===== config.mk =====
export PLATFORM = sky130hd
export DESIGN_NAME = basilisk_writeback
export DESIGN_NICKNAME = d
export VERILOG_FILES = /design/src/rtl/basilisk_writeback.sv
export SDC_FILE = /design/constraint.sdc
export NUM_CORES = 1
export LEC_CHECK = 0
export CAP_MARGIN = 15
export CORE_MARGIN = 2
export CORE_UTILIZATION = 30
export CTS_BUF_LIST = sky130_fd_sc_hd__clkbuf_4 sky130_fd_sc_hd__clkbuf_8
export DETAILED_ROUTE_END_ITERATION = 16
export PLACE_DENSITY = 0.61
export SLEW_MARGIN = 10
export SYNTH_ARGS = -nofsm -noshare
export SYNTH_HDL_FRONTEND = slang
export SYNTH_SLANG_ARGS = --single-unit

===== constraint.sdc =====
create_clock -name clk -period 13.5 [get_ports clk]
set_clock_uncertainty 0.2 [all_clocks]
set_input_delay 2.025 -clock clk [delete_from_list [all_inputs] [get_ports clk]]
set_output_delay 2.025 -clock clk [all_outputs]
set_load 0.05 [all_outputs]

===== src/rtl/basilisk_writeback.sv =====
// Basilisk vector FPU writeback stage.
// Round-robin arbitration of functional-unit result streams onto the single
// vector-register-file write port, with per-register slice tracking that
// pulses a completion event once every slice of a register has arrived.
//
// Handshake: a unit transfers a result in any cycle where unit_valid[i] and
// unit_ready[i] are both high; a unit holds valid and data stable until it
// sees ready, and ready depends only on the valids and the round-robin
// pointer (the write port never stalls).

package basilisk_pkg;
    localparam int BASILISK_VECTOR_WIDTH      = 128;
    localparam int BASILISK_VECTOR_UNIT_WIDTH = 32;
    localparam int BASILISK_OFFSET_ADDR_WIDTH =
        $clog2(BASILISK_VECTOR_WIDTH / BASILISK_VECTOR_UNIT_WIDTH);

    typedef struct packed {
        logic [4:0]                            dest_reg_addr;
        logic [BASILISK_OFFSET_ADDR_WIDTH-1:0] dest_offset_addr;
        logic [31:0]                           result;
    } basilisk_writeback_result_t;
endpackage

module basilisk_writeback
    import basilisk_pkg::*;
#(
    parameter int NUM_UNITS = 5,
    parameter int OFFSETS   = BASILISK_VECTOR_WIDTH / BASILISK_VECTOR_UNIT_WIDTH
) (
    input  logic                                  clk,
    input  logic                                  rst,
    input  logic [NUM_UNITS-1:0]                  unit_valid,
    output logic [NUM_UNITS-1:0]                  unit_ready,
    input  basilisk_writeback_result_t [NUM_UNITS-1:0] unit_data,
    output logic                                  wb_valid,
    output logic [4:0]                            wb_reg_addr,
    output logic [BASILISK_OFFSET_ADDR_WIDTH-1:0] wb_offset_addr,
    output logic [31:0]                           wb_value,
    output logic                                  done_valid,
    output logic [4:0]                            done_reg_addr,
    output logic                                  dup_error
);

    localparam int PTR_W = (NUM_UNITS > 1) ? $clog2(NUM_UNITS) : 1;

    logic [PTR_W-1:0]           rr_ptr;
    logic [PTR_W-1:0]           ptr_next;
    logic [PTR_W-1:0]           grant_idx;
    logic [PTR_W-1:0]           idx_p;
    logic [NUM_UNITS-1:0]       grant;
    logic                       found;
    int                         idx;

    logic [OFFSETS-1:0]         mask [32];
    basilisk_writeback_result_t sel;
    logic [OFFSETS-1:0]         slice_bit;
    logic [OFFSETS-1:0]         cur_mask;
    logic [OFFSETS-1:0]         new_mask;
    logic                       reg_full;
    logic                       slice_dup;

    // Round-robin search starting at rr_ptr; no grant while reset is held.
    always_comb begin
        grant     = '0;
        grant_idx = '0;
        found     = 1'b0;
        idx       = 0;
        idx_p     = '0;
        for (int k = 0; k < NUM_UNITS; k++) begin
            idx = int'(rr_ptr) + k;
            if (idx >= NUM_UNITS) begin
                idx = idx - NUM_UNITS;
            end
            idx_p = PTR_W'(idx);
            if (!found && unit_valid[idx_p]) begin
                found        = 1'b1;
                grant[idx_p] = 1'b1;
                grant_idx    = idx_p;
            end
        end
        if (!rst) begin
            grant = '0;
            found = 1'b0;
        end
    end

    assign unit_ready = grant;

    // Slice bookkeeping for the granted result; out-of-range offsets match no bit.
    always_comb begin
        sel       = unit_data[grant_idx];
        slice_bit = '0;
        for (int j = 0; j < OFFSETS; j++) begin
            slice_bit[j] = (sel.dest_offset_addr == BASILISK_OFFSET_ADDR_WIDTH'(j));
        end
        cur_mask  = mask[sel.dest_reg_addr];
        new_mask  = cur_mask | slice_bit;
        reg_full  = &new_mask;
        slice_dup = |(cur_mask & slice_bit);
        ptr_next  = (grant_idx == PTR_W'(NUM_UNITS - 1)) ? '0 : grant_idx + 1'b1;
    end

    // Pointer, write register, completion pulse, masks and sticky duplicate flag.
    always_ff @(posedge clk or negedge rst) begin
        if (!rst) begin
            rr_ptr         <= '0;
            wb_valid       <= 1'b0;
            wb_reg_addr    <= '0;
            wb_offset_addr <= '0;
            wb_value       <= '0;
            done_valid     <= 1'b0;
            done_reg_addr  <= '0;
            dup_error      <= 1'b0;
            for (int r = 0; r < 32; r++) begin
                mask[r] <= '0;
            end
        end else begin
            wb_valid   <= found;
            done_valid <= found && reg_full;
            if (found) begin
                rr_ptr         <= ptr_next;
                wb_reg_addr    <= sel.dest_reg_addr;
                wb_offset_addr <= sel.dest_offset_addr;
                wb_value       <= sel.result;
                mask[sel.dest_reg_addr] <= reg_full ? '0 : new_mask;
                if (reg_full) begin
                    done_reg_addr <= sel.dest_reg_addr;
                end
                if (slice_dup) begin
                    dup_error <= 1'b1;
                end
            end
        end
    end

endmodule


Yosys cells after proc, flatten, opt, wreduce, memory -nomap -nowiden
Index checks and enable logic that the tools add are counted.
{"block": "totals", "in_bits": 202, "elab_cells": 151, "output_inout_bits": 52, "regBits": 178}
{"block": "op_classes", "n_reduce_logical": 20, "n_lt_le_gt_ge": 18, "n_addsub": 10, "n_bitwise": 7, "n_mux": 52, "eq_ne": 4}
{"op": "$bwmux 128", "count": 1}
{"op": "$bmux 39 s3", "count": 1}
{"op": "$mux 39", "count": 1}
{"op": "$mux 3", "count": 11}
{"op": "$mux 5", "count": 6}
{"op": "$lt 3x4->1 const B", "count": 6}
{"op": "$bmux 4 s5", "count": 1}
{"op": "$demux 4 s5", "count": 1}
{"op": "$or 5x5->5", "count": 4}
{"op": "$ge 4x3->1 const B", "count": 4}
{"op": "$mux 1", "count": 16}
{"op": "$mux 4", "count": 4}
{"op": "$bmux 1 s3", "count": 5}
{"op": "$demux 1 s3", "count": 5}
{"op": "$ge 3x1->1 const B", "count": 5}
{"op": "$sub 3x3->3 const B", "count": 5}
{"op": "$logic_and 1x1->1", "count": 11}
{"op": "$add 3x2->4 const B", "count": 2}
{"op": "$ge 6x6->1 const B", "count": 1}
{"op": "$lt 6x1->1 const B", "count": 1}
{"op": "$not 5->6", "count": 1}
{"op": "$reduce_and 5->1", "count": 1}
{"op": "$add 3x1->4 const B", "count": 1}
{"op": "$add 3x3->4 const B", "count": 1}
{"op": "12 further kinds", "count": 16}

Depth between registers and ports, before layout
Gate-level depths: netlist of the first run.
{"block": "depth", "depth_word": 27, "depth_mapped": 27}

Worst setup path after synthesis of the first run
OpenSTA, ideal clock, no wires.
{"block": "synth_timing", "kind": "input to register", "start": "in unit_valid[1]", "end": "reg mask[0] (netlist bit)", "required_time_ns": 13.204, "t_arrival_ns": 6.334, "n_path_buf": 3, "setup_slack_ns": 6.870, "cell_stages": 20, "cell_sequence": "mux2i_1 -> or3_1 -> a21oi_1 -> nand2b_1 -> a221oi_4 -> and3_1 -> nor2_4 -> inv_2 -> a221o_1 -> nand2_4 -> buf_6 -> mux2i_1 -> mux2i_1 -> a221o_1 -> o31ai_2 -> a2111oi_4 -> or3_1 -> buf_6 -> buf_6 -> o31ai_1"}
{"block": "synth_via", "elab_chain_cells": 25, "word_cells_on_any_way": 48, "classes_between": "order compare (2); eq/ne (3); mux (30); bitwise (2); reduce/logical (11)"}
{"item": "start, declared", "line": "32", "text": "input logic [NUM_UNITS-1:0] unit_valid,"}
{"item": "$bmux 1 s3", "line": "75", "text": "if (!found && unit_valid[idx_p]) begin"}
{"item": "$mux 1 (not written as such)", "line": "75"}
{"item": "$mux 1", "line": "75"}
{"item": "$logic_not 1->1", "line": "75"}
{"item": "$logic_and 1x1->1", "line": "75"}
{"item": "$mux 1", "line": "75"}
{"item": "$logic_not 1->1", "line": "75"}
{"item": "$logic_and 1x1->1", "line": "75"}
{"item": "(+8 left out)"}
{"item": "$mux 39 (not written as such)", "line": "91", "text": "sel = unit_data[grant_idx];"}
{"item": "$not 5->6", "line": "96, 125"}
{"item": "$bmux 4 s5", "line": "96", "text": "cur_mask = mask[sel.dest_reg_addr];"}
{"item": "$mux 4 (not written as such) (2 in series)", "line": "96"}
{"item": "$or 4x4->4", "line": "97", "text": "new_mask = cur_mask | slice_bit;"}
{"item": "$reduce_and 4->1", "line": "98", "text": "reg_full = &new_mask;"}
{"item": "$mux 4", "line": "125", "text": "mask[sel.dest_reg_addr] <= reg_full ? '0 : new_mask;"}
{"item": "$bwmux 128", "line": "125"}
{"item": "end signal, assigned by index", "line": "125"}
{"item": "end, declared", "line": "54", "text": "logic [OFFSETS-1:0] mask [32];"}
Several ways; a longest one is shown, not always the timed one. The select of a mux whose other input is x is not followed.
A chain may end at the register's enable or synchronous reset.

Worst setup path in the final report of the first run
{"block": "layout_timing", "start": "in unit_valid[1]", "end": "reg mask[33] (netlist bit)"}
The elaborated chain is that of the path after synthesis.

==> impl_metrics.toml, run 1 <==
[outcome]
status = "completed"

[clock_tree]
clk_latency_ns = 0.47
cts_hold_buf = 0
cts_tree = "done"
clock-sinks = 178
clk_pin_slew_ns = 0.09
htreeDepth = 4
cts_buffer_depth = 2
post_cts_buffers = 0
root_buffer = "clkbuf_8"
cts_made_buffers = 17
cts_resized = 0

[setup_path]
rr_startpoint = "rr_ptr[0]"
cp.required_ns = 13.62
r2r_end = "mask[33]"
crit_fanout = 78
cp-end-kind = "flop"
ff2ff_setup_slack_ns = 3.95
cp-startpoint = "unit_valid[1]"
reg2reg_depth = 22
arrival_ns = 9.74
startpoint_type = "input pin"
crit_type = "input pin to flop"

[floorplan]
initial_core_util = 0.3041
core_um2 = 37670
die_height_um = 199.4
die_area_um2 = 39760
die_width_um = 199.4
rows = 71
ioPinCount = 254

[detailed_routing]
drtIter0Drc = 943
avgRoutedWirePerCell_um = 21.39
wl_met1_um = 18040
ant_nets = 0
wl_met2_um = 19370
highest_layer = "met4"
drc_errors = 0
dr.pass1.iters = 6
viasPerCell = 5.485
vias = 11030
wl_met3_um = 3379
wl_um = 43010

[placed_design]
place_area_um2 = 14430
dp_hpwl_um = 31930
gp_congestion = 0.9464
portBuffers = 253
placed_cells = 1978

[grt]
grt_usage = 0.2125
antenna_found_initial = 1
grt_max_degree = 84
overflow = 0
grt_pass1_vias = 10670
grt_pass1_wl_um = 64710

[worst_hold_path]
holdCritStartpoint = "mask[72]"
hold_class = "flop to flop"
whs_path_depth = 2
whs_endpoint = "mask[72]"

[timing]
tightestPinTransition_ns = 0.9936
timing.final.crit_share = 0.7125
whs_ns = 0.2818
timing.final.hold_violations = 0
setup_viol = 0
drv_slew = 0
relSlewSlack = 0.3336
rsz0062_at_grt = "false"
fmaxAchievable_mhz = 104.0
setup_tns_ns = 0
period_minus_slack_ns = 9.618

[synth]
yosysUniqueCellTypes = 95
syn-instance-count = 1278
synth_edf_count = 0
ys.flop_type = "dfrtp_1"
syn_nets = 1492
yosysSeqAreaShare = 0.3889
ys_ff_latch = 178
synth_area_um2 = 11450
syn_area_per_cell_um2 = 8.962
async_flop_share = 1.000
yosysWarnings = 0

[cells_and_area]
layout_common_cells = "nand2_1, clkdlybuf4s50_1, dfrtp_1, mux2_2, o21ai_0"
syn_to_final_growth_pct = 29.33
final_common_cell = "nand2_1"
fin_nets = 1700
final_cell_area_um2 = 14810
drive_gt1_frac = 0.1247
final_cells = 2011

[job]
drv_cap = 0
-- area by class of cell --
cell class | count | area, µm²
fill | 3848 | 22850
sequential | 178 | 4454
inverter | 19 | 71.32
tap | 511 | 639.4
multi-input combinational | 996 | 6566
antenna | 1 | 2.502
clock inverter | 14 | 143.9
timing repair buffer | 274 | 2694
clock buffer | 18 | 241.5
-- metrics by stage --
step | utilization | setup WS, ns
after global placement | 0.3830 | 3.675
after detailed placement | 0.3830 | 3.627
after floorplan | - | 6.870
final | 0.3933 | 3.882
after global routing | 0.3933 | 3.350
after CTS | 0.3932 | 4.082
-- layer usage --
layer	vias up	GRT usage
met3	93	0.04523
met5	-	0
met2	467	0.3364
met1	5374	0.2737
met4	0	0.1084
li1	5096	-
-- synthesized netlist by cell type (all sizes together) (3+ instances only) --
library cell / instances / area [µm²]
nand2: 330 / 1251
dfrtp: 178 / 4454
mux2: 81 / 919.6
o21ai: 74 / 370.4
o31ai: 70 / 535.5
a21oi: 59 / 310.3
and3: 47 / 294.0
clkbuf: 44 / 165.2
nand3: 44 / 230.2
mux2i: 42 / 420.4
a311oi: 41 / 400.4
buf: 41 / 254.0
nor2: 27 / 125.1
nor3: 19 / 105.1
inv: 18 / 67.56
ha: 11 / 137.6
nor4: 11 / 108.9
a211oi: 10 / 85.08
a221oi: 8 / 106.4
nand2b: 7 / 43.79
o21a: 7 / 52.55
o221ai: 7 / 67.56
xnor2: 7 / 68.82
a32oi: 6 / 78.83
a2111oi: 5 / 63.82
a21boi: 5 / 37.53
a22oi: 5 / 37.54
and2: 5 / 31.28
nand3b: 4 / 30.03
nor2b: 4 / 27.53
o211ai: 4 / 30.03
or2: 4 / 27.53
a21o: 3 / 22.52
a31oi: 3 / 18.77
and4: 3 / 26.28
o21bai: 3 / 22.52
o221a: 3 / 33.78
o22a: 3 / 26.28
o22ai: 3 / 31.28
o32ai: 3 / 45.05
or3: 3 / 18.77
-- logic make-up after synthesis --
kind of cell,Yosys count,synth area share
simple gates,515,0.2079
compound gates,338,0.2217
flops,178,0.3889
mux,124,0.1190
buf+inv,104,0.04282
fa+ha+maj,12,0.01376
xor+xnor,7,0.006009
-- state kept, by name, indices dropped and copies added, names as in the netlist --
| signal | count |
|---|---|
| wb_valid | 1 |
| rr_ptr | 3 |
| mask | 128 |
| done_valid | 1 |
| wb_reg_addr | 5 |
| wb_offset_addr | 2 |
| done_reg_addr | 5 |
| wb_value | 32 |
| dup_error | 1 |
-- how the worst max path moves through the flow --
stage	end	cells past startpoint
after floorplan	mask[0]	20
after global placement	mask[37]	20
after detailed placement	mask[33]	20
after CTS	mask[33]	22
after global routing	mask[40]	23
final	mask[33]	20
-- worst max-delay path, cell delays in order --
cell	delay, ns
clkdlybuf4s50_1	0.61
mux2i_1	0.14
or3_1	0.33
a21oi_1	0.52
nand2b_1	0.38
a221oi_2	0.10
o22ai_4	0.18
buf_4	0.60
inv_2	0.04
buf_4	0.38
nand2_2	0.24
o221a_1	0.71
nor3_2	0.26
a21boi_1	0.20
a2111oi_1	0.65
nand3_1	0.35
nor4_2	0.56
or3_2	0.65
buf_4	0.47
o31ai_1	0.16
Power of run 1 is left out: the tool's default activity adds up to more than one toggle a clock period on the data nets, which glitch-free logic cannot reach.
==> inputs of run 2 (changes only) <==
Settings changed: PLACE_DENSITY 0.61 to 0.63.
Clock period 13.5 ns to 8 ns, I/O delays scaled along.
==> run 2 against run 1 <==
Compared with the run above: non-clock buffer count up 19; critical path depth unchanged; die area unchanged; utilization grew 0.47 points; clock-buffer cell count stayed put; largest cell class unchanged; hold slack gained 0.0019 ns; global-route usage is 0.64 points lower.
==> impl_metrics.toml, run 2 (synthesis results as in run 1) <==
[outcome]
status = "completed"

[placed_design]
dp_hpwl_um = 31050
gp_congestion = 0.8984
dpl_worst_slack_ns = 0.3361
portBuffers = 253
place_area_um2 = 14570

[clock_tree]
clock-sinks = 178
root_buffer = "clkbuf_8"
post_cts_buffers = 0
cts_made_buffers = 17
htreeDepth = 4
cts_resized = 0
cts_hold_buf = 0
cts_buffer_depth = 2
clk_latency_ns = 0.50
cts_tree = "done"
clk_pin_slew_ns = 0.10

[timing]
timing.final.hold_violations = 0
tightestPinTransition_ns = 0.8764
fmaxAchievable_mhz = 132.0
drv_slew = 0
setup_tns_ns = 0
period_minus_slack_ns = 7.573
timing.final.crit_share = 0.9466
setup_viol = 0
setup_ws_ns = 0.4270
relSlewSlack = 0.4006

[floorplan]
initial_core_util = 0.3041
ioPinCount = 254
die_height_um = 199.4
core_um2 = 37670
rows = 71
die_area_um2 = 39760
die_width_um = 199.4

[cells_and_area]
fin_nets = 1719
largest_register = "mask"
final_cell_area_um2 = 14990
largest_reg_flops = 128
fin_util = 0.3980
syn_to_final_growth_pct = 30.88
layout_common_cells = "nand2_1, clkdlybuf4s50_1, dfrtp_1, mux2_2, o21ai_0"
final_common_cell = "nand2_1"
drive_gt1_frac = 0.1370
largestRegisters = "mask (128), wb_value (32)"

[setup_path]
startpoint_type = "flop"
crit_fanout = 33
cp.required_ns = 8.14
arrival_ns = 7.71
crit_type = "flop to flop"
cp-end-kind = "flop"

[detailed_routing]
drc_errors = 0
avgRoutedWirePerCell_um = 20.65
vias = 11090
ant_nets = 0
wl_um = 41920
drtIter0Drc = 753
dr.pass1.iters = 5
viasPerCell = 5.463

[grt]
grt_max_degree = 84
grt_pass1_wl_um = 62910
grt_pass1_vias = 10620
grt_usage = 0.2061
overflow = 0
antenna_found_initial = 1

[worst_hold_path]
hold_class = "flop to flop"

[job]
drv_cap = 0
-- run 2: changes by cell type in the layout (fill, tap and decap cells not counted), sizes merged --
cell	before	now
inv	27	26
buf	21	40
clkinvlp	3	1
clkinv	2	5
-- run 2: area by class of cell --
type,instances,area [µm²]
Fill cell,3764,22680
Multi-Input combinational cell,996,6580
Sequential cell,178,4456
Timing Repair Buffer,293,2840
Tap cell,511,639.4
Clock buffer,18,241.5
Clock inverter,14,160.2
Inverter,19,71.32
Antenna cell,1,2.502
-- run 2: through the flow --
stage	std cells	hold slack, ns
CTS	2029	0.2857
floorplan	1278	0.2421
detailed placement	1997	0.2623
global route	2030	0.3087
finish	2030	0.2837
global placement	1997	0.2541
-- run 2: worst max-delay path: stages (launching register included) --
cell	delay, ns
dfrtp_1	0.56
inv_1	0.25
ha_1	0.75
inv_2	0.27
xnor2_1	0.25
a21boi_1	0.14
a211oi_2	0.42
o32ai_1	0.26
and3_1	0.30
nor2_4	0.41
inv_2	0.22
a221o_1	0.41
nand2_4	0.32
mux2i_1	0.15
mux2_2	0.29
a221oi_1	0.56
nand3_1	0.38
nor4_2	0.56
or3_2	0.22
buf_4	0.32
o31ai_1	0.14
-- run 2: final timing paths --
| check | start | end | slack [ns] | cells after the start |
|---|---|---|---|---|
| max in group asynchronous | rst | mask[94] | 5.17 | 3 |
| setup reg to reg | rr_ptr[1] | mask[100] | 0.43 | 20 |
| setup / recovery | rr_ptr[1] | mask[100] | 0.43 | 20 |
| min in group asynchronous | rst | mask[16] | 0.48 | 1 |
| hold reg to reg | mask[61] | mask[61] | 0.28 | 2 |
| hold / removal | mask[61] | mask[61] | 0.28 | 2 |
-- run 2: per-layer routing --
layer	global-route usage	vias up	part of all wire
li1	-	5135	-
met1	0.2675	5450	0.43
met2	0.3403	442	0.47
met3	0.03831	62	0.073
met4	0.07874	0	0.030
met5	0	-	0
Power of run 2 is left out for the same reason.
==> inputs of run 3 (changes only) <==
Settings changed: GPL_ROUTABILITY_DRIVEN set to 0.
==> run 3 against run 2 <==
Compared with the run above: final cell count about the same; clock-buffer cell count up 3; utilization down 0.073 points; non-clock buffer count unchanged; highest routed layer unchanged; critical endpoint is now mask[4].
==> impl_metrics.toml, run 3 (synthesis results as in run 1) <==
[outcome]
status = "completed"

[cells_and_area]
fillers = 3765
n_antenna_cell = 0
layout_common_cells = "nand2_1, clkdlybuf4s50_1, dfrtp_1, mux2_2, o21ai_0"
final_common_cell = "nand2_1"
final_cells = 2029
syn_to_final_growth_pct = 30.64
fin_nets = 1719
drive_gt1_frac = 0.1364
final_cell_area_um2 = 14960
largest_register = "mask"
largest_reg_flops = 128
largestRegisters = "mask (128), wb_value (32)"

[timing]
period_minus_slack_ns = 7.526
rsz0062_at_grt = "false"
setup_viol = 0
fmaxAchievable_mhz = 132.9
setup_ws_ns = 0.4738
timing.final.crit_share = 0.9408
setup_tns_ns = 0
relSlewSlack = 0.3537
timing.final.hold_violations = 0
drv_slew = 0
tightestPinTransition_ns = 0.9695

[setup_path]
path_buf_inv = 3
crit_type = "flop to flop"
cp-end-kind = "flop"
rr_startpoint = "rr_ptr[0]"
slowest_delay_ns = 0.55
cp.required_ns = 8.16
cp-startpoint = "rr_ptr[0]"
crit_family = "compound AO/OA/AOI/OAI gates"
startpoint_type = "flop"
reg2reg_depth = 21
ff2ff_setup_slack_ns = 0.47
crit_fanout = 32
path_common_cell = "mux2i_1"
crit_chain = "inv_2, ha_1, inv_1, fa_1, a21oi_2, mux2i_1, a21boi_1, o22ai_2, a221oi_4, a32oi_2, a2bb2oi_2, o32ai_4, nor2_8, mux2i_1, mux2i_1, a211o_1, nor4_4, nor4_2, or3_2, buf_4, o31ai_1"
r2r_end = "mask[4]"
arrival_ns = 7.69
cp_slowest_cell = "nor4_4"

[clock_tree]
clock-sinks = 178
clk_pin_slew_ns = 0.09
cts_tree = "done"
cts_resized = 0
cts_buffer_depth = 2
htreeDepth = 4
clk_latency_ns = 0.49
root_buffer = "clkbuf_8"
cts_made_buffers = 17
cts_hold_buf = 0
post_cts_buffers = 0

[detailed_routing]
avgRoutedWirePerCell_um = 20.32
viasPerCell = 5.432
drtIter0Drc = 972
drc_errors = 0
dr.pass1.iters = 5
vias = 11020
ant_nets = 0
wl_um = 41230

[worst_hold_path]
holdCritStartpoint = "mask[57]"
whs_path_depth = 2
whs_endpoint = "mask[57]"
hold_class = "flop to flop"

[job]
drv_cap = 0

[floorplan]
die_height_um = 199.4
rows = 71
core_um2 = 37670
die_width_um = 199.4
initial_core_util = 0.3041
die_area_um2 = 39760
ioPinCount = 254

[grt]
grt_usage = 0.1986
antenna_found_initial = 0
grt_pass1_vias = 10520
overflow = 0
grt_pass1_wl_um = 60670
grt_max_degree = 76

[placed_design]
portBuffers = 253
dp_hpwl_um = 30350
dpl_worst_slack_ns = 0.3440
place_area_um2 = 14570
placed_cells = 1995
[run 3: cell count changes in the layout (fill, tap and decap cells not counted), sizes merged]
cell      delta
clkbuf       +3
clkinv       +2
diode        -1
inv          -7
clkinvlp     +2
[run 3: area by class of cell]
| type | count | area [µm²] | share of cell area |
|---|---|---|---|
| clock buffers | 21 | 276.5 | 0.01848 |
| repair buffers | 293 | 2844 | 0.1901 |
| inverters | 19 | 71.32 | 0.004766 |
| flip-flops and latches | 178 | 4454 | 0.2977 |
| well taps | 511 | 639.4 | 0.04273 |
| clock inverters | 11 | 106.4 | 0.007108 |
| multi-input cells | 996 | 6571 | 0.4392 |
[run 3: metrics by stage]
stage	hold slack (ns)	util
after detailed placement	0.2614	0.3867
after global placement	0.2559	0.3867
after global routing	0.3006	0.3973
final	0.2804	0.3973
after CTS	0.2813	0.3969
after floorplan	0.2421	-
[run 3: worst register-to-register path, stage by stage (launching register included)]
cell	delay, ns
dfrtp_1	0.40
inv_2	0.25
ha_1	0.21
inv_1	0.05
fa_1	0.44
a21oi_2	0.27
mux2i_1	0.48
a21boi_1	0.35
o22ai_2	0.21
a221oi_4	0.42
a32oi_2	0.16
a2bb2oi_2	0.44
o32ai_4	0.25
nor2_8	0.51
mux2i_1	0.50
mux2i_1	0.14
a211o_1	0.31
nor4_4	0.55
nor4_2	0.18
or3_2	0.50
buf_4	0.26
o31ai_1	0.33
[run 3: routing by layer]
layer | up-vias | wire (µm) | track usage
met5 | - | 0 | 0
met4 | 0 | 1235 | 0.07215
met3 | 68 | 3193 | 0.04051
met2 | 469 | 19440 | 0.3341
met1 | 5342 | 17360 | 0.2519
li1 | 5142 | - | -
[run 3: how the worst max path moves through the flow]
stage / end / depth (start not counted)
4_1_cts: mask[4] / 23
3_5_place_dp: mask[4] / 20
2_1_floorplan: mask[0] / 26
3_3_place_gp: mask[8] / 20
5_1_grt: mask[100] / 22
6_report: mask[4] / 21
Power of run 3 is left out for the same reason.
